===== config.mk =====
export PLATFORM = sky130hd
export DESIGN_NAME = board_io_ctrl
export DESIGN_NICKNAME = d
export VERILOG_FILES = /design/src/rtl/board_io_pkg.sv /design/src/rtl/debounce_chan.sv /design/src/rtl/board_io_ctrl.sv
export SDC_FILE = /design/constraint.sdc
export NUM_CORES = 1
export LEC_CHECK = 0
export ABC_AREA = 1
export BUFFER_PORTS_ARGS = -buffer_cell sky130_fd_sc_hd__buf_2
export CORE_MARGIN = 5
export CORE_UTILIZATION = 40
export DETAILED_ROUTE_END_ITERATION = 8
export SLEW_MARGIN = 15
export SYNTH_ARGS = -nofsm -noshare
export SYNTH_HDL_FRONTEND = slang
export SYNTH_SLANG_ARGS = --single-unit

===== constraint.sdc =====
create_clock -name clk_sys_i -period 10.5 [get_ports clk_sys_i]
set_input_delay 3.15 -clock clk_sys_i [delete_from_list [all_inputs] [get_ports clk_sys_i]]
set_output_delay 3.15 -clock clk_sys_i [all_outputs]
set_load 0.02 [all_outputs]

===== src/rtl/board_io_pkg.sv =====
// Shared constants and types for the board I/O conditioning block.
// Holds default parameter values and the default-width duty type.
package board_io_pkg;

  localparam int DebounceCyclesDefault = 50000;
  localparam int PwmWidthDefault       = 8;

  typedef logic [PwmWidthDefault-1:0] pwm_duty_t;

  // Width of a counter that must hold values 0..cycles.
  function automatic int cnt_width(input int cycles);
    return $clog2(cycles + 1);
  endfunction

endpackage


===== src/rtl/debounce_chan.sv =====
// One debounced input channel: 2-flop synchroniser, mismatch counter,
// stable level and registered single-cycle rise/fall pulses.
module debounce_chan
  import board_io_pkg::*;
#(
  parameter int DebounceCycles = DebounceCyclesDefault
) (
  input  logic clk_sys_i,
  input  logic rst_sys_i,
  input  logic raw_i,
  output logic level_o,
  output logic rise_o,
  output logic fall_o
);

  localparam int              CntW    = cnt_width(DebounceCycles);
  localparam logic [CntW-1:0] CntLast = CntW'(DebounceCycles - 1);

  logic [1:0]      sync_q, sync_d;
  logic            stable_q, stable_d;
  logic [CntW-1:0] cnt_q, cnt_d;
  logic            rise_q, rise_d;
  logic            fall_q, fall_d;

  // NOTE: every signal gets a default before the if-tree so no path leaves it unassigned (no latch).
  always_comb begin
    sync_d   = {sync_q[0], raw_i};
    stable_d = stable_q;
    cnt_d    = '0;
    rise_d   = 1'b0;
    fall_d   = 1'b0;
    if (sync_q[1] != stable_q) begin
      if (cnt_q == CntLast) begin
        stable_d = sync_q[1];
        rise_d   = sync_q[1];
        fall_d   = ~sync_q[1];
      end else begin
        cnt_d = cnt_q + CntW'(1);
      end
    end
  end

  // NOTE: state flops use non-blocking assignments so all of them update from pre-edge values.
  always_ff @(posedge clk_sys_i or posedge rst_sys_i) begin
    if (rst_sys_i) begin
      sync_q   <= '0;
      stable_q <= 1'b0;
      cnt_q    <= '0;
      rise_q   <= 1'b0;
      fall_q   <= 1'b0;
    end else begin
      sync_q   <= sync_d;
      stable_q <= stable_d;
      cnt_q    <= cnt_d;
      rise_q   <= rise_d;
      fall_q   <= fall_d;
    end
  end

  assign level_o = stable_q;
  assign rise_o  = rise_q;
  assign fall_o  = fall_q;

endmodule


===== src/rtl/board_io_ctrl.sv =====
// Board I/O conditioning: debounced buttons/switches with edge pulses and
// glitch-free PWM LED drive from per-channel duty values.
module board_io_ctrl
  import board_io_pkg::*;
#(
  parameter int NumBtn         = 4,
  parameter int NumSw          = 4,
  parameter int DebounceCycles = DebounceCyclesDefault,
  parameter int NumPwm         = 12,
  parameter int PwmWidth       = PwmWidthDefault
) (
  input  logic                       clk_sys_i,
  input  logic                       rst_sys_i,
  input  logic [NumBtn-1:0]          btn_i,
  input  logic [NumSw-1:0]           sw_i,
  output logic [NumBtn-1:0]          btn_o,
  output logic [NumBtn-1:0]          btn_rise_o,
  output logic [NumBtn-1:0]          btn_fall_o,
  output logic [NumSw-1:0]           sw_o,
  input  logic [NumPwm*PwmWidth-1:0] pwm_duty_i,
  output logic [NumPwm-1:0]          pwm_o
);

  // Switches have no edge outputs; their pulse pins land on these sinks.
  logic [NumSw-1:0] sw_rise_unused;
  logic [NumSw-1:0] sw_fall_unused;

  for (genvar gi = 0; gi < NumBtn; gi++) begin : g_btn
    debounce_chan #(.DebounceCycles(DebounceCycles)) u_btn (
      .clk_sys_i(clk_sys_i),
      .rst_sys_i(rst_sys_i),
      .raw_i    (btn_i[gi]),
      .level_o  (btn_o[gi]),
      .rise_o   (btn_rise_o[gi]),
      .fall_o   (btn_fall_o[gi])
    );
  end

  for (genvar gi = 0; gi < NumSw; gi++) begin : g_sw
    debounce_chan #(.DebounceCycles(DebounceCycles)) u_sw (
      .clk_sys_i(clk_sys_i),
      .rst_sys_i(rst_sys_i),
      .raw_i    (sw_i[gi]),
      .level_o  (sw_o[gi]),
      .rise_o   (sw_rise_unused[gi]),
      .fall_o   (sw_fall_unused[gi])
    );
  end

  localparam logic [PwmWidth-1:0] CntMax = '1;

  logic [PwmWidth-1:0] cnt_q, cnt_d;
  logic [PwmWidth-1:0] shadow_q [NumPwm];
  logic [PwmWidth-1:0] shadow_d [NumPwm];
  logic [NumPwm-1:0]   pwm_q, pwm_d;

  // Shadows only load on the wrap cycle, so a period always runs on one duty.
  always_comb begin
    cnt_d    = cnt_q + PwmWidth'(1);
    shadow_d = shadow_q;
    pwm_d    = '0;
    for (int i = 0; i < NumPwm; i++) begin
      pwm_d[i] = (cnt_q < shadow_q[i]);
      if (cnt_q == CntMax) begin
        shadow_d[i] = pwm_duty_i[i*PwmWidth +: PwmWidth];
      end
    end
  end

  // NOTE: the shadow array is reset explicitly; reset must force every PWM output low at once.
  always_ff @(posedge clk_sys_i or posedge rst_sys_i) begin
    if (rst_sys_i) begin
      cnt_q <= '0;
      pwm_q <= '0;
      for (int i = 0; i < NumPwm; i++) begin
        shadow_q[i] <= '0;
      end
    end else begin
      cnt_q    <= cnt_d;
      pwm_q    <= pwm_d;
      shadow_q <= shadow_d;
    end
  end

  assign pwm_o = pwm_q;

endmodule


# ---- Word-level counts from Yosys, hierarchy flattened
# Cells that the tools add are included.
dict set report totals {
  in_bits 106
  ram_bits 0
  n_memories 0
  regBits 276
  romBits 0
  output_inout_bits 28
  word_cells 128
  latchBits 0
}
dict set report op_classes {
  order_cmp 12
  n_addsub 9
  n_shift 0
  bitwise 4
  n_reduce_logical 8
  n_mul 0
  eq_ne 17
  div_mod_pow 0
  muxes 32
}
# op count
set ops {}
lappend ops {{$mux 16} 16}
lappend ops {{$add 16x1->16 const B} 8}
lappend ops {{$eq 16x16->1 const B} 8}
lappend ops {{$lt 8x8->1} 12}
lappend ops {{$mux 1} 16}
lappend ops {{$reduce_and 2->1} 8}
lappend ops {{$add 8x1->8 const B} 1}
lappend ops {{$eq 8x8->1 const B} 1}
lappend ops {{$ne 1x1->1} 8}
lappend ops {{$not 1->1} 4}

# ---- Depth between registers and ports, before layout
# Gate-level depths: netlist of the first run.
dict set report logic_depth {
  word_depth 3
  depth_mapped 8
  mapped_depth_nobuf 8
}

# ---- By module
# Synthesis of the first run repeated with hierarchy kept, for this count alone.
dict set report hier_totals {
  cells_unflattened 1886
  hier_area_um2 15788.9
}
# module instances cells_per_inst seq_area_each_um2 area_per_inst_um2
set modules_own_cells {}
lappend modules_own_cells {debounce_chan 8 135 525.5 1102.3}
lappend modules_own_cells {board_io_ctrl 1 806 2902.8 6970.4}

# ---- Worst setup path after synthesis of the first run
# OpenSTA, ideal clock, no wires.
dict set report synth_timing {
  kind {register to output}
  startpoint {reg g_btn[0].u_btn.stable_q}
  endpoint {out btn_o[0]}
  stages_incl_launch_ff 2
  slack_ps 6815
  t_arrival_ps 535
  required_ps 7350
  n_path_buf 1
  path_cell_list {dfrtp_1 buf_4}
}
# item line_no
set synth_lines {}
lappend synth_lines {{start, declared} debounce_chan.sv:20} ;# logic stable_q, stable_d;
lappend synth_lines {{start signal, assigned} debounce_chan.sv:53} ;# stable_q <= stable_d;
lappend synth_lines {{end, declared} board_io_ctrl.sv:16} ;# output logic [NumBtn-1:0] btn_o,
# No word-level cell between the ends.

# ---- Worst setup path after layout of the first run
dict set report layout_timing {
  startpoint {reg g_btn[1].u_btn.stable_q}
  endpoint {out btn_o[1]}
}
# item line_no
set layout_lines {}
lappend layout_lines {{start, declared} debounce_chan.sv:20}
lappend layout_lines {{start signal, assigned} debounce_chan.sv:53}
# No word-level cell between the ends.

==> results of run 1 <==
[through the flow]
stage                     hold WS (ns)  total power [mW]  util [%]  instance area (sq um)  instances
after floorplan                  0.331              1.21         -                  14900       1726
after global placement           0.333              1.26      43.2                  15800       2292
after detailed placement         0.335              1.26      43.2                  15800       2292
after CTS                        0.342              2.42      46.2                  16900       2349
after global routing             0.337              2.49      46.2                  16900       2349
final                            0.337              2.38      46.2                  16900       2349
[layout by cell type (no fill, tap or decap), types with 19 or more instances in the layout]
cell	instances
sky130_fd_sc_hd__nor2_1	316
sky130_fd_sc_hd__dfrtp_1	276
sky130_fd_sc_hd__nand2_1	267
sky130_fd_sc_hd__inv_1	218
sky130_fd_sc_hd__buf_2	133
sky130_fd_sc_hd__nand3_1	100
sky130_fd_sc_hd__ha_1	93
sky130_fd_sc_hd__a21oi_2	84
sky130_fd_sc_hd__nor2_2	72
sky130_fd_sc_hd__a21oi_1	69
sky130_fd_sc_hd__xor2_1	41
sky130_fd_sc_hd__clkbuf_16	35
sky130_fd_sc_hd__o21bai_1	23
sky130_fd_sc_hd__o21ai_0	22
sky130_fd_sc_hd__xnor2_1	22
sky130_fd_sc_hd__nand4_1	19
[power breakdown]
part	switching, mW	internal, mW	total (mW)
Combinational	0.0837	0.0507	0.134
Clock	0.452	0.685	1.14
Sequential	0.0134	1.09	1.11
[cell usage after synthesis, drive strengths merged]
| master | number |
|---|---|
| a21boi | 12 |
| a21o | 2 |
| a21oi | 153 |
| a31oi | 8 |
| buf | 37 |
| clkbuf | 4 |
| dfrtp | 276 |
| ha | 93 |
| inv | 219 |
| nand2 | 270 |
| nand3 | 101 |
| nand3b | 1 |
| nand4 | 19 |
| nor2 | 389 |
| nor3 | 15 |
| nor3b | 3 |
| o21ai | 34 |
| o21bai | 23 |
| or2 | 4 |
| xnor2 | 22 |
| xor2 | 41 |
[cell type report]
cell class / count / area [sq um]
Clock buffer: 48 / 995
Clock inverter: 9 / 88.8
Fill cell: 3613 / 19700
Inverter: 219 / 826
Multi-Input combinational cell: 1190 / 6780
Sequential cell: 276 / 6910
Tap cell: 468 / 586
Timing Repair Buffer: 139 / 723
[registers in the layout, summed over array words and instances (netlist names)]
signal,cells
g_sw.u_sw.sync_q,8
g_sw.u_sw.cnt_q,64
shadow_q,96
g_btn.u_btn.rise_o,4
g_sw.u_sw.level_o,4
g_btn.u_btn.fall_o,4
cnt_q,8
g_btn.u_btn.sync_q,8
pwm_o,12
g_btn.u_btn.cnt_q,64
g_btn.u_btn.level_o,4
[per-layer routing]
| metal | vias up | GRT usage [%] |
|---|---|---|
| li1 | 5754 | - |
| met1 | 5201 | 21.6 |
| met2 | 200 | 25.1 |
| met3 | 52 | 2.94 |
| met4 | 0 | 4.24 |
| met5 | - | 0 |
[cell families (layout without fill, tap and decap cells)]
kind of cell | after synthesis | count (layout) | synth area share, %
AND/OR/NAND/NOR | 802 | 802 | 23.2
adder cells (fa/ha/maj) | 93 | 93 | 7.83
flip-flops | 276 | 276 | 46.5
AO/OA/AOI/OAI | 232 | 232 | 10.8
XOR/XNOR | 63 | 63 | 3.71
buffers and inverters | 260 | 415 | 7.99
[how the worst max path moves through the flow]
stage	to	from	depth (start not counted)	slack [ns]
after global routing	shadow_q[37]	rst_sys_i	4	6.04
final	btn_o[1]	g_btn[1].u_btn.level_o	1	6.27
after global placement	shadow_q[29]	rst_sys_i	4	5.71
after detailed placement	shadow_q[30]	rst_sys_i	4	5.71
after floorplan	cnt_q[0]	rst_sys_i	1	3.70
after CTS	btn_o[1]	g_btn[1].u_btn.level_o	1	6.24
==> impl_metrics.py, run 1 <==
metrics = {
    "hold_path": {
        "hold_path_depth": 0,
        "hold_path.startpoint": "g_sw[0].u_sw.sync_q[0]",
        "worst_hold_path_type": "reg -> reg",
        "min_delay_worst_endpoint": "g_sw[0].u_sw.sync_q[1]",
    },
    "sta": {
        "slew-limit-headroom_pct": 27.5,
        "finalMaxSlewViolations": 0,
        "finalWorstSetupSlack_ns": 6.27,
        "unrepaired_setup_endpoints_after_global_routing": "false",
        "final.period_utilization_pct": 40.3,
        "finalSetupViolCount": 0,
        "hold_viol": 0,
        "totalNegativeSetupSlack_ns": 0,
        "final.setup_skew_ns": 0.0186,
        "worst-slew-pin-transition_ns": 1.09,
        "post-route-min-period_ns": 4.23,
        "max_freq_ghz": 0.236,
    },
    "clocking": {
        "cts-htree-levels": 2,
        "cts_tree": "yes",
        "tritoncts.num_buffers": 34,
        "clock_insertion_delay_worst_skew_ns": 0.52,
        "clock_sinks": 276,
        "cts_root_buf": "sky130_fd_sc_hd__clkbuf_16",
        "cts.path.max_buffers": 3,
        "cts_repair_resize_count": 0,
        "clk_transition_reported_paths_ns": 0.06,
        "post_cts_hold_buffer_count": 0,
        "postCtsSetupRepairBufs": 0,
    },
    "outcome": {
        "status": "completed",
    },
    "routing": {
        "detailroute.wirelength.met2_microns": 14500,
        "dr.first_iter.drc_count": 606,
        "post-route-drc-count": 0,
        "wl_met1_microns": 15000,
        "route.final.wire_length_microns": 31700,
        "drt.antenna.violating_nets": 0,
        "dr_total_vias": 11200,
        "post_drt_via_cell_ratio": 4.77,
        "routedWlPerCell_microns": 13.5,
        "first_pass_iters": 5,
        "met3_routed_wirelength_microns": 1410,
        "highest_layer": "met4",
    },
    "grt": {
        "grt_first_pass_wirelength_microns": 54000,
        "grt_max_degree": 162,
        "globalRoute.totalOverflow": 0,
        "initial_antenna_violation_count": 0,
        "via_count_of_the_first_global_routing_pass": 11100,
        "groute.usage.overall_pct": 15.6,
    },
    "run": {
        "cap_violations": 0,
    },
    "floorplanning": {
        "initial_utilization_pct": 40.6,
        "dieWidth_microns": 203,
        "top_level_pins": 134,
        "fp-row-count": 70,
        "die_h_microns": 203,
        "dieArea_sq_mm": 0.0411,
        "core_sq_mm": 0.0366,
    },
    "critical_path": {
        "worst_path_max_delay_cell": "sky130_fd_sc_hd__dfrtp_1",
        "critical_path.endpoint_type": "primary output",
        "criticalPathCategory": "reg -> out",
        "reg2reg_from": "cnt_q[1]",
        "cp.buffers_inverters": 1,
        "cp_top_delay_family": "flip-flops",
        "crit_path_max_fanout": 4,
        "critPathMaxStageDelay_ns": 0.40,
        "worstRegToRegCells": 8,
        "cp_data_arrival_time_ns": 1.08,
        "worstSetupStartpointType": "register",
        "critPathRequiredTime_ns": 7.35,
        "worst_r2r_endpoint": "shadow_q[89]",
        "worstPathCellList": "buf_2",
        "r2r_slack_ns": 6.93,
    },
    "finish": {
        "antenna-diode-count": 0,
        "drive_gt1_share_pct": 19.5,
        "synthToLayoutAreaGrowth_pct": 13.7,
        "design.final.nets": 2059,
    },
    "power_and_ir_drop": {
        "p_leak_nw": 8.38,
        "power_density_mw_per_mm2": 141,
        "worst_ir_drop_vdd_uv": 97.3,
    },
    "synthesis": {
        "syn_area_sq_mm": 0.0149,
        "post_synth_num_cell_types": 31,
        "ys_warn_count": 0,
        "syn_nets": 1925,
        "ys_seq_area_share_pct": 46.5,
        "avgSynthCellArea_sq_um": 8.61,
        "netlist_top_cells_area": "sky130_fd_sc_hd__dfrtp_1 46%, sky130_fd_sc_hd__nor2_1 8.0%, sky130_fd_sc_hd__ha_1 7.8%, sky130_fd_sc_hd__nand2_1 6.7%, sky130_fd_sc_hd__inv_1 5.5%",
        "post-synth-top-area-cell": "sky130_fd_sc_hd__dfrtp_1",
        "post_synth_inst_count": 1726,
        "synth_largest_type_area_fraction_pct": 46.5,
        "ys_ff_latch": 276,
    },
    "placement": {
        "dpl.hpwl_microns": 22100,
        "post-place-ws_ns": 5.71,
        "gp_congestion": 0.867,
        "place.port_buffers": 133,
    },
}
No activity file was read; power rests on OpenSTA's default activity.
==> inputs of run 2 (changes only) <==
==> constraint.sdc (replaced) <==
create_clock -name clk_sys_i -period 4.2 [get_ports clk_sys_i]
set_input_delay 1.26 -clock clk_sys_i [delete_from_list [all_inputs] [get_ports clk_sys_i]]
set_output_delay 1.26 -clock clk_sys_i [all_outputs]
set_load 0.02 [all_outputs]
==> run 2 against run 1 <==
  * Global-route usage rose by 0.29 points
  * Clock-buffer cell count down 2
  * Final area is essentially flat
  * Worst setup slack got worse by 5.2 ns
  * Total power up 150%
  * Cell count barely moved
  * Die area unchanged
  * Largest cell class unchanged
  * Sequential power up 150%
  * Via count decreased by 0.57%
  * Sequential share of layout area is essentially flat
  * Clock power rose by 150%
  * Clock skew increased by 0.0057 ns
==> impl_metrics.py, run 2 (synthesis results as in run 1) <==
metrics = {
    "sta": {
        "worst-slew-pin-transition_ns": 1.09,
        "slew-limit-headroom_pct": 27.5,
        "max_freq_ghz": 0.319,
        "final.setup_skew_ns": 0.0243,
        "hold_viol": 0,
        "post-route-min-period_ns": 3.13,
        "final.period_utilization_pct": 74.6,
        "unrepaired_setup_endpoints_after_global_routing": "false",
        "finalMaxSlewViolations": 0,
        "finalSetupViolCount": 0,
        "finalWorstSetupSlack_ns": 1.07,
    },
    "routing": {
        "route.final.wire_length_microns": 32100,
        "dr_total_vias": 11100,
        "first_pass_iters": 5,
        "post_drt_via_cell_ratio": 4.74,
        "routedWlPerCell_microns": 13.6,
        "dr.first_iter.drc_count": 523,
        "post-route-drc-count": 0,
        "drt.antenna.violating_nets": 0,
    },
    "finish": {
        "largest_register_ffs": 96,
        "synthToLayoutAreaGrowth_pct": 13.8,
        "top_regs": "shadow_q x96, g_btn.u_btn.cnt_q x64, g_sw.u_sw.cnt_q x64",
        "drive_gt1_share_pct": 19.5,
        "layout_common_cells": "316 x sky130_fd_sc_hd__nor2_1, 276 x sky130_fd_sc_hd__dfrtp_1, 267 x sky130_fd_sc_hd__nand2_1, 218 x sky130_fd_sc_hd__inv_1, 133 x sky130_fd_sc_hd__buf_2",
        "mostFrequentLayoutCell": "sky130_fd_sc_hd__nor2_1",
        "design.final.nets": 2060,
        "top_register": "shadow_q",
    },
    "hold_path": {
        "min_delay_worst_endpoint": "g_sw[3].u_sw.sync_q[1]",
        "worst_hold_path_type": "reg -> reg",
        "hold_path_depth": 0,
        "hold_path.startpoint": "g_sw[3].u_sw.sync_q[0]",
    },
    "clocking": {
        "clock_sinks": 276,
        "clock_insertion_delay_worst_skew_ns": 0.52,
        "clk_transition_reported_paths_ns": 0.06,
        "cts_tree": "yes",
        "cts-htree-levels": 2,
        "cts.path.max_buffers": 3,
        "cts_root_buf": "sky130_fd_sc_hd__clkbuf_16",
        "tritoncts.num_buffers": 34,
        "postCtsSetupRepairBufs": 0,
        "post_cts_hold_buffer_count": 0,
        "cts_repair_resize_count": 0,
    },
    "critical_path": {
        "worst_r2r_endpoint": "shadow_q[16]",
        "worstPathCellList": "ha_1, nand2_1, nor2_4, nand3_4, buf_4, buf_4, nand2_1, o21ai_2",
        "worstSetupStartpointType": "register",
        "worst_path_max_delay_cell": "sky130_fd_sc_hd__buf_4",
        "critPathRequiredTime_ns": 4.62,
        "cp.buffers_inverters": 2,
        "critPathMaxStageDelay_ns": 0.89,
        "reg2reg_from": "cnt_q[1]",
        "cp_data_arrival_time_ns": 3.56,
        "critical_path.endpoint_type": "register",
        "worstRegToRegCells": 8,
        "crit_path_max_fanout": 70,
        "criticalPathCategory": "reg -> reg",
        "r2r_slack_ns": 1.07,
        "cp_top_delay_family": "buffers and inverters",
    },
    "power_and_ir_drop": {
        "power_density_mw_per_mm2": 351,
        "worst_ir_drop_vdd_uv": 256,
        "pwr-share-seq_pct": 46.6,
        "p_leak_nw": 8.38,
        "power_switching_share_pct": 22.9,
        "pwr-share-comb_pct": 5.8,
        "total_switching_power_mw": 1.36,
        "totalPowerFinal_mw": 5.93,
        "p_clk_share_pct": 47.6,
        "internal_mw": 4.57,
    },
    "grt": {
        "initial_antenna_violation_count": 3,
        "globalRoute.totalOverflow": 0,
        "groute.usage.overall_pct": 15.9,
        "via_count_of_the_first_global_routing_pass": 11100,
        "grt_first_pass_wirelength_microns": 54700,
        "grt_max_degree": 111,
    },
    "placement": {
        "place.port_buffers": 133,
        "dpl.hpwl_microns": 22800,
        "gp_congestion": 0.852,
        "post-place-ws_ns": 1.10,
    },
    "floorplanning": {
        "die_h_microns": 203,
        "core_sq_mm": 0.0366,
        "dieArea_sq_mm": 0.0411,
        "initial_utilization_pct": 40.6,
        "top_level_pins": 134,
        "fp-row-count": 70,
        "dieWidth_microns": 203,
    },
    "run": {
        "cap_violations": 0,
    },
    "outcome": {
        "status": "completed",
    },
}
==> run 2: changes by cell type in the layout (fill, tap and decap cells not counted), sizes merged <==
cell,change
bufinv,+1
clkinv,+1
buf,+1
diode,+1
inv,-1
clkbuf,-2
==> run 2: how the worst max path moves through the flow <==
stage                   start            to  slack (ns)  depth (start not counted)
detailed placement   cnt_q[1]  shadow_q[16]        1.10                          8
global route         cnt_q[1]  shadow_q[24]        0.84                          8
finish               cnt_q[1]  shadow_q[16]        1.07                          8
floorplan           rst_sys_i      cnt_q[0]       -0.71                          1
global placement     cnt_q[1]  shadow_q[24]        1.15                          8
CTS                  cnt_q[1]  shadow_q[94]        1.04                          8
==> run 2: per-layer routing <==
metal / GRT usage (%) / up-vias / wire length [microns]
met3: 2.94 / 59 / 1270
met5: 0 / - / 0
li1: - / 5744 / -
met2: 24.8 / 199 / 14500
met4: 5.46 / 0 / 869
met1: 22.2 / 5141 / 15400
==> run 2: through the flow <==
stage	TNS, ns	utilization (%)	hold slack [ns]	std cells	cell area [sq um]
after floorplan	-196.34	-	0.331	1726	14900
after global placement	0	43.3	0.333	2293	15900
after detailed placement	0	43.3	0.336	2293	15900
after CTS	0	46.2	0.347	2349	16900
after global routing	0	46.2	0.351	2350	16900
final	0	46.2	0.346	2350	16900
==> run 2: final cells by class <==
type | instances | area (sq um)
repair buffers | 140 | 756
flip-flops and latches | 276 | 6910
well taps | 468 | 586
multi-input cells | 1190 | 6780
inverters | 219 | 826
clock buffers | 46 | 957
fillers | 3578 | 19700
clock inverters | 10 | 104
diodes | 1 | 2.50
==> run 2: power by group through the flow <==
| stage | Sequential, mW | Combinational, mW | Clock (mW) |
|---|---|---|---|
| global placement | 2.81 | 0.347 | 0 |
| floorplan | 2.82 | 0.208 | 0 |
| CTS | 2.77 | 0.356 | 2.93 |
| finish | 2.77 | 0.344 | 2.82 |
| global route | 2.77 | 0.403 | 3.05 |
| detailed placement | 2.81 | 0.354 | 0 |
==> run 2: worst register-to-register path, cell delays in order (launching register included) <==
cell                      delay (ns)
sky130_fd_sc_hd__dfrtp_1        0.60
sky130_fd_sc_hd__ha_1           0.34
sky130_fd_sc_hd__nand2_1        0.11
sky130_fd_sc_hd__nor2_4         0.06
sky130_fd_sc_hd__nand3_4        0.06
sky130_fd_sc_hd__buf_4          0.63
sky130_fd_sc_hd__buf_4          0.93
sky130_fd_sc_hd__nand2_1        0.21
sky130_fd_sc_hd__o21ai_2        0.10
